==> src/rtl/dvbc_diff_enc_mc.sv <==
// Multi-channel DVB-C differential encoder for the two MSBs of each m-tuple, with a 2-entry output skid buffer.
// Optional macro DIFFENC_STATS_EN adds saturating output-symbol and error counters.
module dvbc_diff_enc_mc #(
   parameter int WIDTH  = 12,
   parameter int NUM_CH = 4,
   parameter int CH_W   = (NUM_CH > 1) ? $clog2(NUM_CH) : 1
) (
   input  logic             iClk,
   input  logic             iRst,
   input  logic [WIDTH-1:0] iData,
   input  logic [CH_W-1:0]  iCh,
   input  logic             iSof,
   input  logic [3:0]       iMode,
   input  logic             iValid,
   output logic             oReady,
   output logic [WIDTH-1:0] oData,
   output logic [CH_W-1:0]  oCh,
   output logic             oErr,
   output logic             oValid,
   input  logic             iReady
`ifdef DIFFENC_STATS_EN
   ,
   output logic [31:0]      oSymCnt,
   output logic [15:0]      oErrCnt
`endif
);

   localparam logic [3:0] DEF_MODE = (WIDTH < 8) ? 4'(WIDTH) : 4'd8;

   logic [3:0]       mode_q [NUM_CH];
   logic [3:0]       mode_d [NUM_CH];
   logic [NUM_CH-1:0] ip_q, ip_d, qp_q, qp_d;
   logic [WIDTH-1:0] dat_q [2];
   logic [WIDTH-1:0] dat_d [2];
   logic [CH_W-1:0]  ch_q [2];
   logic [CH_W-1:0]  ch_d [2];
   logic [1:0]       err_q, err_d;
   logic             wp_q, wp_d, rp_q, rp_d;
   logic [1:0]       cnt_q, cnt_d;
   logic             rdy_q, rdy_d;

   logic             acc, pop;
   logic [3:0]       cur_mode, sel_mode, sh_amt;
   logic             cur_ip, cur_qp, ip, qp, ak, bk, ik, qk, m_ok;
   logic [WIDTH-1:0] sh, mask, enc;

   assign acc    = iValid && oReady;
   assign pop    = oValid && iReady;
   assign oValid = (cnt_q != 2'd0);
   assign oData  = dat_q[rp_q];
   assign oCh    = ch_q[rp_q];
   assign oErr   = err_q[rp_q];
   // The stored ready flag resets to 1; masking with iRst keeps it low while reset is held.
   assign oReady = rdy_q && !iRst;

   always_comb begin
      cur_mode = DEF_MODE;
      cur_ip   = 1'b0;
      cur_qp   = 1'b0;
      for (int unsigned c = 0; c < NUM_CH; c++) begin
         if (iCh == CH_W'(c)) begin
            cur_mode = mode_q[c];
            cur_ip   = ip_q[c];
            cur_qp   = qp_q[c];
         end
      end
      sel_mode = iSof ? iMode : cur_mode;
      ip       = iSof ? 1'b0 : cur_ip;
      qp       = iSof ? 1'b0 : cur_qp;
      m_ok     = (sel_mode >= 4'd4) && (sel_mode <= 4'd8) && (int'(sel_mode) <= WIDTH);
      sh_amt   = sel_mode - 4'd2;
      sh       = iData >> sh_amt;
      ak       = sh[1];
      bk       = sh[0];
      if (ak == bk) begin
         ik = ak ^ ip;
         qk = bk ^ qp;
      end else begin
         ik = ak ^ qp;
         qk = bk ^ ip;
      end
      mask = WIDTH'(2'b11) << sh_amt;
      enc  = m_ok ? ((iData & ~mask) | (WIDTH'({ik, qk}) << sh_amt)) : iData;
   end

   always_comb begin
      mode_d = mode_q;
      ip_d   = ip_q;
      qp_d   = qp_q;
      dat_d  = dat_q;
      ch_d   = ch_q;
      err_d  = err_q;
      wp_d   = wp_q;
      rp_d   = rp_q;
      if (acc) begin
         for (int unsigned c = 0; c < NUM_CH; c++) begin
            if (iCh == CH_W'(c)) begin
               if (iSof) begin
                  mode_d[c] = iMode;
                  ip_d[c]   = 1'b0;
                  qp_d[c]   = 1'b0;
               end
               if (m_ok) begin
                  ip_d[c] = ik;
                  qp_d[c] = qk;
               end
            end
         end
         dat_d[wp_q] = enc;
         ch_d[wp_q]  = iCh;
         err_d[wp_q] = !m_ok;
         wp_d        = !wp_q;
      end
      if (pop) begin
         rp_d = !rp_q;
      end
      cnt_d = cnt_q + {1'b0, acc} - {1'b0, pop};
      rdy_d = (cnt_d <= 2'd1);
   end

   always_ff @(posedge iClk) begin
      if (iRst) begin
         for (int unsigned c = 0; c < NUM_CH; c++) begin
            mode_q[c] <= DEF_MODE;
         end
         ip_q  <= '0;
         qp_q  <= '0;
         for (int unsigned e = 0; e < 2; e++) begin
            dat_q[e] <= '0;
            ch_q[e]  <= '0;
         end
         err_q <= '0;
         wp_q  <= 1'b0;
         rp_q  <= 1'b0;
         cnt_q <= '0;
         rdy_q <= 1'b1;
      end else begin
         mode_q <= mode_d;
         ip_q   <= ip_d;
         qp_q   <= qp_d;
         dat_q  <= dat_d;
         ch_q   <= ch_d;
         err_q  <= err_d;
         wp_q   <= wp_d;
         rp_q   <= rp_d;
         cnt_q  <= cnt_d;
         rdy_q  <= rdy_d;
      end
   end

`ifdef DIFFENC_STATS_EN
   logic [31:0] sym_cnt_q, sym_cnt_d;
   logic [15:0] err_cnt_q, err_cnt_d;

   always_comb begin
      sym_cnt_d = sym_cnt_q;
      err_cnt_d = err_cnt_q;
      if (pop && (sym_cnt_q != '1)) begin
         sym_cnt_d = sym_cnt_q + 32'd1;
      end
      if (pop && oErr && (err_cnt_q != '1)) begin
         err_cnt_d = err_cnt_q + 16'd1;
      end
   end

   always_ff @(posedge iClk) begin
      if (iRst) begin
         sym_cnt_q <= '0;
         err_cnt_q <= '0;
      end else begin
         sym_cnt_q <= sym_cnt_d;
         err_cnt_q <= err_cnt_d;
      end
   end

   assign oSymCnt = sym_cnt_q;
   assign oErrCnt = err_cnt_q;
`endif

endmodule

==> config.mk <==
export PLATFORM = sky130hd
export DESIGN_NAME = dvbc_diff_enc_mc
export DESIGN_NICKNAME = d
export VERILOG_FILES = /design/src/rtl/dvbc_diff_enc_mc.sv
export SDC_FILE = /design/constraint.sdc
export NUM_CORES = 1
export LEC_CHECK = 0
export ABC_AREA = 1
export CAP_MARGIN = 40
export CORE_MARGIN = 1
export CORE_UTILIZATION = 45
export CTS_BUF_LIST = sky130_fd_sc_hd__clkbuf_4 sky130_fd_sc_hd__clkbuf_8
export DETAILED_ROUTE_END_ITERATION = 8
export PLACE_DENSITY_LB_ADDON = 0.08
export SYNTH_ARGS = -nofsm -noshare
export SYNTH_HDL_FRONTEND = slang
export SYNTH_SLANG_ARGS = --single-unit
==> constraint.sdc <==
create_clock -name iClk -period 5.5 [get_ports iClk]
set_input_delay 1.1 -clock iClk [delete_from_list [all_inputs] [get_ports iClk]]
set_output_delay 1.1 -clock iClk [all_outputs]
set_load 0.01 [all_outputs]
==> impl_results.md, run 1 <==
* Status: complete, no violations
* RSZ-0062 raised after global routing: false
* Post-Synth Adder-Cell Area at 2.476%
* Synth area leaders: dfxtp_1 (33%), nand2_1 (15%), inv_1 (7.7%), o21ai_0 (7.4%), nand3_1 (6.4%)
* Hold_buf cts at 0
* Slew Viols, Final at 0
* Post-CTS sizing at 0
* WP data arrival at 4.62 ns
* Syn avg cell area at 6.419 µm²
* Most common cell on crit path: nand2_1
* Root buf cell: clkbuf_8
* Power Dens Cells at 313.9 nW/µm²
* Seq cells post-synth at 59
* Final non-filler cell total at 692
* Final Net Count at 618
* Post-synthesis cell count at 551
* Global-route wire length before repair at 15.73 mm
* Layout filler cell count at 762
* R2r setup slk at 2.28 ns
* DR pass1 iterations at 4
* Max VDD drop at 0.0001939 V
* Area grow syn2layout at 18.36%
* Layout cells sized above 1 at 11.30%
* Post-DR vias/cell at 5.107
* Slowest-stage cell, CP: clkdlybuf4s50_1
* Clk sink count at between 50 and 60
* Slew Limit Headroom at 45.91%
* DRT antenna net count at 0
* Die W at roughly 90 µm
* Cell taking the most area after synthesis: dfxtp_1
* Largest family of logic cells by synthesized area: simple AND/OR/NAND/NOR gates
* Clock Skews at 0.01524 ns
* GRT Total Usage at 23.97%
* Max Freq at 228.0 MHz
* Setup crit start kind: input port
* GRT overflow at 0
* Commonest cells in the netlist: nand2_1 (141), inv_1 (73), dfxtp_1 (59)
* Post-synthesis compound-gate area fraction at about 16%
* Critical Path RT at 5.73 ns
* Die Area at 8219 µm²
* Share of Yosys cell area claimed by the top area cell type at 33.39%
* Detailed placement HPWL at 6.972 mm
* Final Critical Period at 4.386 ns
* Final worst slack at 1.114 ns
* H-tree depth at 3
* CTS tree: done
* CP endpoint kind: flop
* # rows at 31
* I/O Buffers at 39
* Final GP Congestion at 0.9770
* Core ar. at ~7400 µm²
* Slew @ Worst Pin at 0.8105 ns
* XOR/XNOR share of the synthesized area at 0.4952%
* Core Util, Final at 56.51%
* Most common cell in the netlist: nand2_1
* Initial antenna violation count at 0
* Vias in the first global route at 3286
* Final setup viols at 0
* Worst slack after detailed placement at 0.7904 ns
* Placed insts at 676
* Setup TNS at 0 ns
* Yosys warns at 0
* Clock slew at reported path FFs at 0.07 ns
* Critical path type: in2reg
* Worst Path Max Fanout at 12
* Crit-path max cell delay at 0.62 ns
* WL/cell at 13.44 µm
* IO Pins at 40
* Area of the mapped netlist at 3537 µm²
* Hold WC Path Type: reg2reg
* Largest net degree at the start of global routing at 30
* Vias post-DR at 3534
* Mux cell area share after synthesis at 0%
* Final period utilization at 79.74%
* Leak pwr at just under 2 nW
* Die Height at 90.66 µm
* Bufs on Longest Clock Path at 2
* Remaining DRCs at 0
* Routed WL at around 9.3 mm
* ANT cells at 0
* Top_reg_cell synth: dfxtp_1
* DRT iter0 DRCs at 230
* Max Cap Viol at 0
* Critical-path cell list: clkdlybuf4s50_1, nand2_2, inv_2, nand2_1, nand2_1, inv_2, a21oi_2, ha_1, clkinv_1, nor2_4, nand2_1, nand3_1, nand2_1, nand3_2, nand3_2, and2_4, nand4_1, nand3_1, nor2_1, nor2_1
* Sequential area share after synthesis at 33.39%
* Initial Utilization at 47.75%
* Final Hold Vio Count at 0
* CTS Buf Count at 9
* Post-synthesis cell type count at 37
* Syn nets at 581
* Hold_ws at 0.4539 ns
* Ys async rst share at 0%
* Post-Synth Simple-Gate Area at 36.19%
* EDFF count, synth at 0
* # Post-CTS Setup Buffers at 0
* Clock latency on the worst-skew pair at about 0.34 ns
cells by family (layout without fill, tap and decap cells):
kind of cell    Yosys count  in the layout
simple gates            279            279
compound gates          106            106
buf+inv                  98            140
fa+ha+maj                 7              7
flops                    59             59
xor+xnor                  2              2
metal layers:
metal  part of all wire (%)  vias up  GRT usage (%)
met5                      0        -              0
met4                   0.86        0          7.392
met3                    3.6        8          3.872
met2                     45       75          37.31
met1                     51     1614          33.73
li1                       -     1837              -
layout make-up:
cell class | instances | area (µm²) | area share (%)
multi-input cells | 394 | 1961 | 46.83
flip-flops and latches | 59 | 1181 | 28.21
repair buffers | 42 | 412.9 | 9.863
inverters | 82 | 307.8 | 7.352
clock buffers | 9 | 123.9 | 2.959
well taps | 99 | 123.9 | 2.959
clock inverters | 7 | 76.32 | 1.823
flip-flops by register name, indices dropped and copies added (netlist names), 2 cells and up:
register  count
dat_q        24
mode_q       16
ch_q          4
ip_q          4
qp_q          4
cnt_q         2
err_q         2
worst max-delay path, delay by kind of cell:
kind | cells | cell delay [ns]
AOI/OAI and AO/OA | 1 | 0.47
adders and majority gates | 1 | 0.29
buffers and inverters | 4 | 1.04
and+or+nand+nor | 14 | 1.68
cell usage in the layout, fill, tap and decap left out, types with 3 or more instances in the layout:
master,Yosys,layout
clkbuf_8,0,9
o22ai_1,6,6
nand2_2,14,14
inv_2,8,8
a21oi_1,30,30
inv_1,73,73
nand2_4,4,4
nor2_2,5,5
o21ai_0,52,52
clkdlybuf4s50_1,0,39
nor2_1,48,48
o21ai_1,8,8
nand2_1,141,141
buf_4,1,3
nand3_1,45,45
nand3_2,7,7
dfxtp_1,59,59
nand4_1,7,7
nor2_4,3,3
ha_1,7,7
report_power, final:
part / switching, mW / total, mW / internal, mW
Combinational: 0.255 / 0.420 / 0.165
Sequential: 0.0249 / 0.493 / 0.468
Clock: 0.190 / 0.401 / 0.211
Total: 0.470 / 1.31 / 0.845
per-stage QoR:
stage	total power [mW]	instance area, µm²
2_1_floorplan	0.7866	3537
3_3_place_gp	0.9123	3986
3_5_place_dp	0.9201	3986
4_1_cts	1.321	4187
5_1_grt	1.397	4187
6_report	1.314	4187
path summary, 6_finish.rpt:
path	startpoint	endpoint	depth (start not counted)
hold reg to reg	dat_q[8]$_SDFFE_PP0P_	dat_q[8]$_SDFFE_PP0P_	2
hold / removal	dat_q[8]$_SDFFE_PP0P_	dat_q[8]$_SDFFE_PP0P_	2
setup / recovery	iCh[0]	dat_q[16]$_SDFFE_PP0P_	20
setup reg to reg	mode_q[5]$_SDFFE_PP0P_	dat_q[16]$_SDFFE_PP0P_	19
No activity file was read; power rests on OpenSTA's default activity.
==> run 2, diff against run 1 <==
clock period = 4.6 ns   (was 5.5 ns; I/O delays follow)
==> run 2 against run 1 <==
Final area increased by 1.3%. Sequential power increased by 20%. Register-to-register slack got worse by 0.59 ns. Highest routed layer unchanged.
==> impl_results.md, run 2 (same netlist as run 1, synthesis figures left out) <==
* RSZ-0062 raised after global routing: false
* Seq. cell area at 1181 µm²
* Post-CTS sizing at 0
* CP endpoint kind: flop
* Setup crit start kind: input port
* Worst Path Max Fanout at 9
* Pint at roughly 1.1 mW
* Setup TNS at 0 ns
* Max Freq at 247.6 MHz
* CTS tree: done
* Most frequent cells in the layout: nand2_1 (141), inv_1 (73), dfxtp_1 (59), o21ai_0 (52), nor2_1 (48)
* Vias in the first global route at around 3400
* Final period utilization at 87.81%
* GRT overflow at 0
* Critical Path RT at 4.83 ns
* CTS Buf Count at 9
* IO Pins at 40
* Vias post-DR at 3591
* Leak pwr at 2.011 nW
* Clk network pwr share at 33.0%
* Max VDD drop at 0.0001673 V
* Final Hold Vio Count at 0
* DR pass1 iterations at 5
* Core ar. at roughly 7400 µm²
* Most flop-heavy register: dat_q
* Max FFs per register at 24
* Multi-input gate area at between 1500 and 2000 µm²
* Die Area at between 8000 and 9000 µm²
* Hold_buf cts at 0
* Clock slew at reported path FFs at 0.07 ns
* Final GP Congestion at 0.9712
* Max Cap Viol at 0
* WP data arrival at 4.27 ns
* Power Dens Cells at 385.7 nW/µm²
* Hold_ws at 0.4518 ns
* Global-route wire length before repair at 16.13 mm
* Hold WC Path Type: reg2reg
* Bufs on Longest Clock Path at 2
* Gate power share at 30.9%
* Area grow syn2layout at 19.92%
* Commonest non-fill, non-tap cell in the layout: nand2_1
* Die Height at about 91 µm
* # rows at 31
* Root buf cell: clkbuf_8
* Final setup viols at 0
* Status: complete, no violations
* Initial Utilization at a little under half
* Initial antenna violation count at 0
* Critical path type: in2reg
* Routed WL at between 9 and 10 mm
* # Post-CTS Setup Buffers at 0
* Layout filler cell count at roughly 770
* Clk sink count at a little under 60
* Fin area at 4242 µm²
* I/O Buffers at 39
* Slew Viols, Final at 0
* Remaining DRCs at 0
* Layout cells sized above 1 at a little under an eighth
* ANT cells at 0
* Largest registers: dat_q (24), mode_q (16)
* Sw Ratio at 33.88%
* Post-DR vias/cell at 5.159
* Die W at 90.66 µm
* Dpl cell area at 4016 µm²
* Detailed placement HPWL at a little under 7 mm
* P_sw at around 0.55 mW
* Clock Skews at 0.01048 ns
* Final Critical Period at 4.039 ns
* DRT iter0 DRCs at 295
* H-tree depth at 3
* Slew Limit Headroom at ~50%
* Largest net degree at the start of global routing at 30
* Slew @ Worst Pin at between 0.7 and 0.8 ns
* Final Net Count at 622
* DRT antenna net count at 0
* GRT Total Usage at between 20% and 30%
* Sequential Power Share at 36.1%
* Clock latency on the worst-skew pair at 0.34 ns
* WL/cell at 13.37 µm
[run 2: cell types whose count changed in the layout (fill, tap and decap cells not counted)]
cell        before  now
bufinv_16        1    2
clkinvlp_4       2    0
clkbuf_8         9   10
clkinv_4         2    1
clkinv_2         1    2
buf_4            3    7
[run 2: path summary, 6_finish.rpt]
check	start	to	cells after the start	slack (ns)
worst max-delay path	iCh[0]	dat_q[14]$_SDFFE_PP0P_	20	0.56
worst min-delay path	dat_q[8]$_SDFFE_PP0P_	dat_q[8]$_SDFFE_PP0P_	2	0.45
worst max register to register	mode_q[2]$_SDFFE_PP0P_	dat_q[14]$_SDFFE_PP0P_	19	1.69
worst min register to register	dat_q[8]$_SDFFE_PP0P_	dat_q[8]$_SDFFE_PP0P_	2	0.45
[run 2: metal layers]
layer | vias to the layer above | part of all wire (%) | global-route usage, %
li1 | 1839 | - | -
met2 | 95 | 46 | 38.64
met1 | 1651 | 49 | 32.76
met5 | - | 0 | 0
met4 | 0 | 0.70 | 7.527
met3 | 6 | 5.0 | 4.798
[run 2: through the flow]
step	util, %	setup slack (ns)	total power, mW	cells
6_report	57.25	0.5606	1.636	696
5_1_grt	57.25	0.2327	1.740	696
4_1_cts	57.25	0.6603	1.647	696
3_5_place_dp	54.21	0.3292	1.104	680
3_3_place_gp	54.21	0.4380	1.094	680
2_1_floorplan	-	1.364	0.9405	551
[run 2: area by class of cell]
| type | count | share of cell area [%] |
|---|---|---|
| inverters | 82 | 7.257 |
| well taps | 99 | 2.920 |
| clock inverters | 6 | 2.065 |
| multi-input cells | 394 | 46.22 |
| clock buffers | 10 | 3.245 |
| flip-flops and latches | 59 | 27.85 |
| repair buffers | 46 | 10.44 |
[run 2: power by group through the flow]
| stage | Sequential (mW) | Clock (mW) | Combinational (mW) |
|---|---|---|---|
| 6_report | 0.590 | 0.541 | 0.505 |
| 4_1_cts | 0.590 | 0.551 | 0.506 |
| 2_1_floorplan | 0.585 | 0 | 0.355 |
| 3_3_place_gp | 0.600 | 0 | 0.494 |
| 3_5_place_dp | 0.602 | 0 | 0.503 |
| 5_1_grt | 0.597 | 0.574 | 0.569 |
[run 2: worst max-delay path: stages]
cell             delay (ns)
clkdlybuf4s50_1        0.64
inv_2                  0.13
nor2_2                 0.18
nand2_1                0.07
nand3_1                0.07
o22ai_1                0.16
ha_1                   0.39
clkinv_1               0.26
nor2_4                 0.24
nand2_1                0.09
nand3_1                0.15
nand2_1                0.15
nand3_2                0.12
nand3_2                0.12
nand3_1                0.11
nand2_1                0.09
nand3_1                0.08
nand2_1                0.11
o21bai_1               0.15
inv_1                  0.05
==> run 3, diff against run 2 <==
CTS_CLUSTER_DIAMETER = 200   (was not set)
==> results of run 3 <==
Same layout as run 2: the final DEF is identical, and so are final timing and power.
